--- src/rtl/bcd_cascade_pkg.sv ---
// Shared constants and the per-digit output encoder for the BCD cascade counter.
package bcd_cascade_pkg;

  localparam logic [1:0] CODE_8421 = 2'd0;
  localparam logic [1:0] CODE_2421 = 2'd1;
  localparam logic [1:0] CODE_XS3  = 2'd2;

  localparam logic [3:0] DIGIT_MAX = 4'd9;

  // Encode one decimal digit (0..9) in the selected code; code 3 falls back to 8421.
  function automatic logic [3:0] encode_digit(input logic [3:0] d, input logic [1:0] code);
    logic [3:0] enc;
    case (code)
      CODE_2421: enc = (d > 4'd4) ? 4'(d + 4'd6) : d;
      CODE_XS3:  enc = 4'(d + 4'd3);
      default:   enc = d;
    endcase
    return enc;
  endfunction

endpackage

--- src/rtl/bcd_digit_cell.sv ---
// One decade digit: holds 0..9, steps up/down, sanitises parallel-load nibbles.
module bcd_digit_cell
  import bcd_cascade_pkg::*;
(
  input  logic       clk,
  input  logic       rst,
  input  logic       step_in,
  input  logic       up,
  input  logic       load,
  input  logic [3:0] load_nib,
  output logic [3:0] d,
  output logic       term,
  output logic       invalid
);

  logic [3:0] d_q, d_d;

  assign invalid = (load_nib > DIGIT_MAX);
  // Terminal digit for the current direction enables the next digit up the chain.
  assign term    = up ? (d_q == DIGIT_MAX) : (d_q == 4'd0);
  assign d       = d_q;

  // Next-digit value: load beats step; invalid nibbles load as zero.
  always_comb begin
    d_d = d_q;
    if (load) begin
      d_d = invalid ? 4'd0 : load_nib;
    end else if (step_in) begin
      if (up) begin
        d_d = (d_q == DIGIT_MAX) ? 4'd0 : 4'(d_q + 4'd1);
      end else begin
        d_d = (d_q == 4'd0) ? DIGIT_MAX : 4'(d_q - 4'd1);
      end
    end
  end

  // Digit register with synchronous active-low reset.
  always_ff @(posedge clk) begin
    if (!rst) begin
      d_q <= 4'd0;
    end else begin
      d_q <= d_d;
    end
  end

endmodule

--- src/rtl/bcd_cascade_counter.sv ---
// Multi-digit up/down decade counter with parallel load, selectable output code and carry.
module bcd_cascade_counter
  import bcd_cascade_pkg::*;
#(
  parameter int unsigned DIGITS = 2
) (
  input  logic                  clk,
  input  logic                  rst,
  input  logic                  x,
  input  logic                  up,
  input  logic                  load,
  input  logic [4*DIGITS-1:0]   load_val,
  input  logic [1:0]            code_sel,
  output logic [4*DIGITS-1:0]   z,
  output logic                  carry,
  output logic                  wrapped,
  output logic                  load_err
);

  logic [3:0]      d [DIGITS];
  logic [DIGITS-1:0] term;
  logic [DIGITS-1:0] invalid;
  // chain[i] is high when x is set and every digit below i is terminal.
  logic [DIGITS:0]   chain;

  logic wrapped_q, wrapped_d;
  logic load_err_q, load_err_d;

  assign chain[0] = x;

  for (genvar i = 0; i < DIGITS; i++) begin : g_digit
    assign chain[i+1] = chain[i] & term[i];

    bcd_digit_cell u_cell (
      .clk      (clk),
      .rst      (rst),
      .step_in  (chain[i]),
      .up       (up),
      .load     (load),
      .load_nib (load_val[4*i +: 4]),
      .d        (d[i]),
      .term     (term[i]),
      .invalid  (invalid[i])
    );
  end

  // chain[DIGITS] means every digit is terminal and counting is enabled.
  assign carry    = rst & ~load & chain[DIGITS];
  assign wrapped  = wrapped_q;
  assign load_err = load_err_q;

  // Encode every digit in the selected code; purely combinational.
  always_comb begin
    z = '0;
    for (int i = 0; i < DIGITS; i++) begin
      z[4*i +: 4] = encode_digit(d[i], code_sel);
    end
  end

  // Sticky wrap flag and one-cycle load-error flag.
  always_comb begin
    wrapped_d  = wrapped_q;
    load_err_d = 1'b0;
    if (load) begin
      wrapped_d  = 1'b0;
      load_err_d = |invalid;
    end else if (chain[DIGITS]) begin
      wrapped_d = 1'b1;
    end
  end

  // Status registers with synchronous active-low reset.
  always_ff @(posedge clk) begin
    if (!rst) begin
      wrapped_q  <= 1'b0;
      load_err_q <= 1'b0;
    end else begin
      wrapped_q  <= wrapped_d;
      load_err_q <= load_err_d;
    end
  end

endmodule

--- config.mk ---
export PLATFORM = sky130hd
export DESIGN_NAME = bcd_cascade_counter
export DESIGN_NICKNAME = d
export VERILOG_FILES = /design/src/rtl/bcd_cascade_pkg.sv /design/src/rtl/bcd_digit_cell.sv /design/src/rtl/bcd_cascade_counter.sv
export SDC_FILE = /design/constraint.sdc
export NUM_CORES = 1
export LEC_CHECK = 0
export CORE_MARGIN = 2
export CORE_UTILIZATION = 52
export CTS_CLUSTER_SIZE = 40
export DETAILED_ROUTE_END_ITERATION = 10
export PLACE_DENSITY = 0.86
export SLEW_MARGIN = 20
export SYNTH_ARGS = -nofsm -noshare
export SYNTH_HDL_FRONTEND = slang
export SYNTH_SLANG_ARGS = --single-unit
--- constraint.sdc ---
create_clock -name clk -period 2.18 [get_ports clk]
set_input_delay 0.436 -clock clk [delete_from_list [all_inputs] [get_ports clk]]
set_output_delay 0.436 -clock clk [all_outputs]
set_load 0.1 [all_outputs]
**Yosys cells after proc, flatten, opt, wreduce, memory -nomap -nowiden**

Cells that the tools add are included.

- Bits in registers: 10
- Bits of input ports: 15
- Output and inout bits: 11
- Bits in writable memories: 0
- Latch bits: 0
- Memories: 0
- ROM bits: 0

- Reduce and logical (&&, ||, !) cells: 7
- Add/subtract/negate cells: 8
- Muxes and demuxes: 18
- Equal/unequal tests: 4
- Bitwise gates (word level): 6
- Multiply operators: 0
- Shift-type cells: 0
- Divide/modulo/power cells: 0
- Order comparisons: 4

Operator list:

| kind | count |
|---|---|
| $mux 4 | 14 |
| $pmux 4 s2 | 2 |
| $add 4x1->4 const B | 2 |
| $add 4x2->4 const B | 2 |
| $add 4x3->4 const B | 2 |
| $eq 4x4->1 const B | 2 |
| $gt 4x3->1 const B | 2 |
| $gt 4x4->1 const B | 2 |
| $logic_not 4->1 | 2 |
| $sub 4x1->4 const B | 2 |
| $and 1x1->1 | 4 |
| $reduce_bool 2->1 | 2 |
| $reduce_or 2->1 | 2 |
| $eq 2x1->1 const B | 1 |
| $eq 2x2->1 const B | 1 |
| $mux 1 | 2 |
| $not 1->1 | 2 |
| $reduce_and 2->1 | 1 |

**Longest topological paths before layout**

- Depth in word-level cells: 5
- Depth in mapped cells: 7

**Modules after synthesis**

Synthesis repeated with hierarchy kept, for this count alone.

- Cell total of the unflattened synthesis: 165
- Area, all modules: 1246.2 sq um

By module, submodules not included:

| module | seq. area each (sq um) | cells each | instances | area each (sq um) |
|---|---|---|---|---|
| bcd_digit_cell | 80.1 | 45 | 2 | 351.6 |
| bcd_cascade_counter | 40.0 | 75 | 1 | 543.0 |

**Worst setup path after synthesis**

OpenSTA, ideal clock, no wires.

- Path kind: reg-to-output
- Start point: register g_digit[0].u_cell.d_q[0]
- End point: output port z[1]
- Stages on the path, launching flop included: 8
- Path buffers: 1
- Arrival time: 3.413 ns
- Setup slack: -1.669 ns
- Data required time: 1.744 ns
- Path through: dfxtp_1 > inv_1 > ha_1 > buf_2 > nor2b_1 > o21ai_0 > o22a_1 > o21ai_0

- Cells in the longest elaborated chain, start to end: 3
- Elaborated cells on any way between the ends: 5
- Those cells by class: 2 x add/sub; 1 x order compare; 2 x mux

Ends and longest elaborated chain:

| element | line | source |
|---|---|---|
| start, declared | bcd_digit_cell.sv:16 | `logic [3:0] d_q, d_d;` |
| start signal, assigned | bcd_digit_cell.sv:40 | `d_q <= 4'd0;` |
| start signal, assigned | bcd_digit_cell.sv:42 | `d_q <= d_d;` |
| $add 4x3->4 or $gt 4x3->1 (tied branches) | bcd_cascade_pkg.sv:14 | `CODE_2421: enc = (d > 4'd4) ? 4'(d + 4'd6) : d;` |
| $mux 4 | bcd_cascade_pkg.sv:14 |  |
| $pmux 4 s2 (*) | bcd_cascade_pkg.sv:13 | `case (code)` |
| end, declared | bcd_cascade_counter.sv:14 | `output logic [4*DIGITS-1:0] z,` |

Mark *: on every way between the ends. The rest lies on a longest branch, timed or not.

**Final worst setup path**

- Start point: register g_digit[0].u_cell.d_q[1]
- End point: output port carry

- Cells in the longest elaborated chain, start to end: 5
- Elaborated cells on any way between the ends: 6
- Those cells by class: 1 x eq/ne; 1 x mux; 3 x bitwise; 1 x reduce/logical

Ends and longest elaborated chain:

| element | line | source |
|---|---|---|
| $eq 4x4->1 or $logic_not 4->1 (tied branches) | bcd_digit_cell.sv:20 | `assign term = up ? (d_q == DIGIT_MAX) : (d_q == 4'd0);` |
| $mux 1 (*) | bcd_digit_cell.sv:20 |  |
| $and 1x1->1 (*) (2 in a row) | bcd_cascade_counter.sv:32 | `assign chain[i+1] = chain[i] & term[i];` |
| $and 1x1->1 (*) | bcd_cascade_counter.sv:48 | `assign carry = rst & ~load & chain[DIGITS];` |
| end, declared | bcd_cascade_counter.sv:15 | `output logic carry,` |

Marks and branches as above.

==> qor.yml <==
viasPerCell: 6.96
status: "finished, violations left"
initial_core_util_pct: 53.3
die_width_um: 53.7
drtIter0Drc: 182
grt_max_degree: 14
synth-warning-count: 0
synth-edff-count: 0
setup_ws_ns: -0.165
path_buf_inv: 2
die_area_mm2: 0.00288
synth_seq_cells: 10
area_delta_synth_final_pct: 77.7
final_max_slew_viol_count: 0
grt_pass1_wl_um: 7770
syn_nets: 211
grt-ovfl-total: 0
diodes: 0
rows: 18
skew_ns: 0.0106
powerDensity_mw_per_mm2: 436
drc: 0
cts_sinks: 10
drv_cap: 0
cp-end-kind: "output port"
dp_cells: 253
insertion_delay_ns: 0.29
final_util_pct: 94.8
critical_path.max_fanout: 3
coreArea_mm2: 0.00241
place.port_buffers: 25
hold_path_class: "flip-flop to flip-flop"
worstPathRequired_ns: 1.74
avgSynthCellArea_um2: 7.22
slew_headroom_pct: 65.2
hp-start: "wrapped$_SDFFE_PP0P_"
vias: 1880
antenna_found_initial: 0
violations: "negative setup slack"
ios: 26
cp_top_family: "simple AND/OR/NAND/NOR gates"
cts_buffers: 3
synth.distinct_cells: 44
critPathLaunch: "g_digit[0].u_cell.d[1]$_SDFFE_PN0P_"
tightest_slew_ns: 0.522
power_leakage_nw: 0.912
rsz0062_at_grt: "true"
place.gp.congestion: 0.933
fmax_mhz: 426
cts-hold-fix-buffers: 0
grt_pass1_vias: 1717
cts_tree: "done"
r2r-start: "g_digit[0].u_cell.d[1]$_SDFFE_PN0P_"
cp_slowest_cell: "or3b_4"
routed_wl_um: 6400
finalSetupViolations: 6
placed_cell_area_mm2: 0.00193
path_clk_slew_ns: 0.08
grt_usage_pct: 36.9
crit_chain: "inv_4 -> ha_4 -> or3b_4 -> a21o_1 -> nor4_4 -> buf_12"
stdcell_count: 270
clock_path_buffers: 2
synthCells: 178
finalCritPeriodShare_pct: 108
drive_above_1_share_pct: 44.6
die_h_um: 53.7
arrival_ns: 1.91
timing.final.hold_violations: 0
min_period_ns: 2.34
syn_area_mm2: 0.00128
async_flop_share_pct: 0
synth_top_flop_cell: "dfxtp_1"
peakVddDrop_mv: 0.422
dp_hpwl_um: 3190
cts.root.buffer_cell: "clkbuf_4"
setup-tns-final_ns: -0.432
fin_nets: 274
first_pass_iters: 5
whs_ns: 0.496
crit_type: "flip-flop to output port"
drtAntennaViolNets: 0
slowest_delay_ns: 0.39
startpoint_type: "flip-flop"
ys_seq_area_share_pct: 15.6
final_cell_area_mm2: 0.00228
htree_levels: 1
avgRoutedWirePerCell_um: 23.7
==> worst reg2reg max path, delay by kind of cell, from the launching register on <==
family	cells	cell delay, ns
AO/OA/AOI/OAI	3	0.54
AND/OR/NAND/NOR	1	0.45
buffers and inverters	3	0.39
flip-flops	1	0.36
adder cells (fa/ha/maj)	1	0.14
==> Yosys cell counts, types with 3 or more instances <==
library cell   n  area share (%)
ha_1          18              18
o21ai_0       19             7.4
nand4b_1       3             2.0
o211ai_1       4             2.3
dfxtp_1       10              16
a21boi_0       4             2.3
nand3_1        4             1.6
nand2_1       10             2.9
a21oi_1       13             5.1
clkbuf_1       7             2.0
nor2_1        17             5.0
inv_1         15             4.4
a211oi_1       3             1.8
nor2b_1        5             2.4
nor3_1         3             1.2
a31oi_1        5             2.4
==> layout make-up <==
class                      instances  area, µm²
timing repair buffer              67        654
multi-input combinational        144       1270
inverter                          15       68.8
sequential                        10        219
clock buffer                       4       36.3
fill                              68        126
tap                               30       37.5
==> metrics by stage <==
step / setup WS (ns) / power [mW]
6_report: -0.165 / 0.996
5_1_grt: -0.178 / 1.02
4_1_cts: -0.124 / 0.894
3_5_place_dp: -0.303 / 0.685
3_3_place_gp: -0.265 / 0.667
2_1_floorplan: -0.371 / 0.502
==> path summary, 6_finish.rpt <==
check / slack, ns / depth (start not counted) / to
setup / recovery: -0.16 / 6 / carry
hold reg to reg: 0.50 / 1 / wrapped$_SDFFE_PP0P_
setup reg to reg: 0.22 / 8 / g_digit[0].u_cell.d[0]$_SDFFE_PN0P_
hold / removal: 0.50 / 1 / wrapped$_SDFFE_PP0P_
==> cell families (layout without fill, tap and decap cells) <==
logic type / Yosys count / count (layout) / synth area share [%]
adders and majority gates: 18 / 18 / 17.5
DFF: 10 / 10 / 15.6
and+or+nand+nor: 55 / 55 / 23.0
buffers and inverters: 24 / 86 / 7.21
xor gates and xnor gates: 1 / 1 / 0.682
muxes: 1 / 1 / 0.779
AOI/OAI and AO/OA: 69 / 69 / 35.2
==> cells in the final DEF (no fill, tap or decap), types with 2 or more instances in the layout <==
cell type        Yosys  final
dfxtp_2              0      3
dfxtp_4              0      4
a31oi_1              5      5
a21oi_1             13      5
a21oi_2              0      4
ha_1                18      7
nor3b_1              2      2
inv_4                0      3
inv_1               15      9
a21oi_4              0      4
clkbuf_4             0      3
nand2_1             10     10
a21o_1               2      2
o21ai_2              0      3
nand3_1              4      4
o211ai_1             4      4
nand3b_1             2      2
buf_12               0      9
ha_2                 0      2
inv_2                0      2
clkbuf_2             0      2
clkdlybuf4s50_1      0     11
nor2b_4              0      2
a21boi_0             4      3
a22o_2               0      2
o22a_1               2      2
nand4_1              2      2
a211oi_1             3      3
o21ai_1              0      3
dfxtp_1             10      3
nor2_1              17     17
o21a_1               2      2
nor3_1               3      3
o21ai_0             19     12
ha_4                 0      9
nand4b_1             3      3
buf_4                0     40
nor2b_1              5      2
buf_6                0      4
nand2b_1             2      2
==> power breakdown <==
part | leakage (nW) | switching (mW) | internal, mW
registers | 0.0859 | 0.0183 | 0.192
logic | 0.805 | 0.350 | 0.249
clock network | 0.0210 | 0.0844 | 0.102
==> state kept, by name, summed over array words and instances (netlist names) <==
| register | cells |
|---|---|
| load_err | 1 |
| g_digit.u_cell.d | 8 |
| wrapped | 1 |
==> repair_timing <==
action	4_1_cts	5_1_grt
buffers inserted	8	6
pin swaps	5	14
endpoints found under the setup margin	9	9
resized for setup	25	42
gates cloned	0	0
==> layer usage <==
metal | wire length (µm) | track usage (%)
met4 | 573 | 26.5
met1 | 2240 | 38.9
met2 | 2910 | 65.2
met5 | 0 | 0
met3 | 678 | 6.39
No activity file was read; power rests on OpenSTA's default activity.
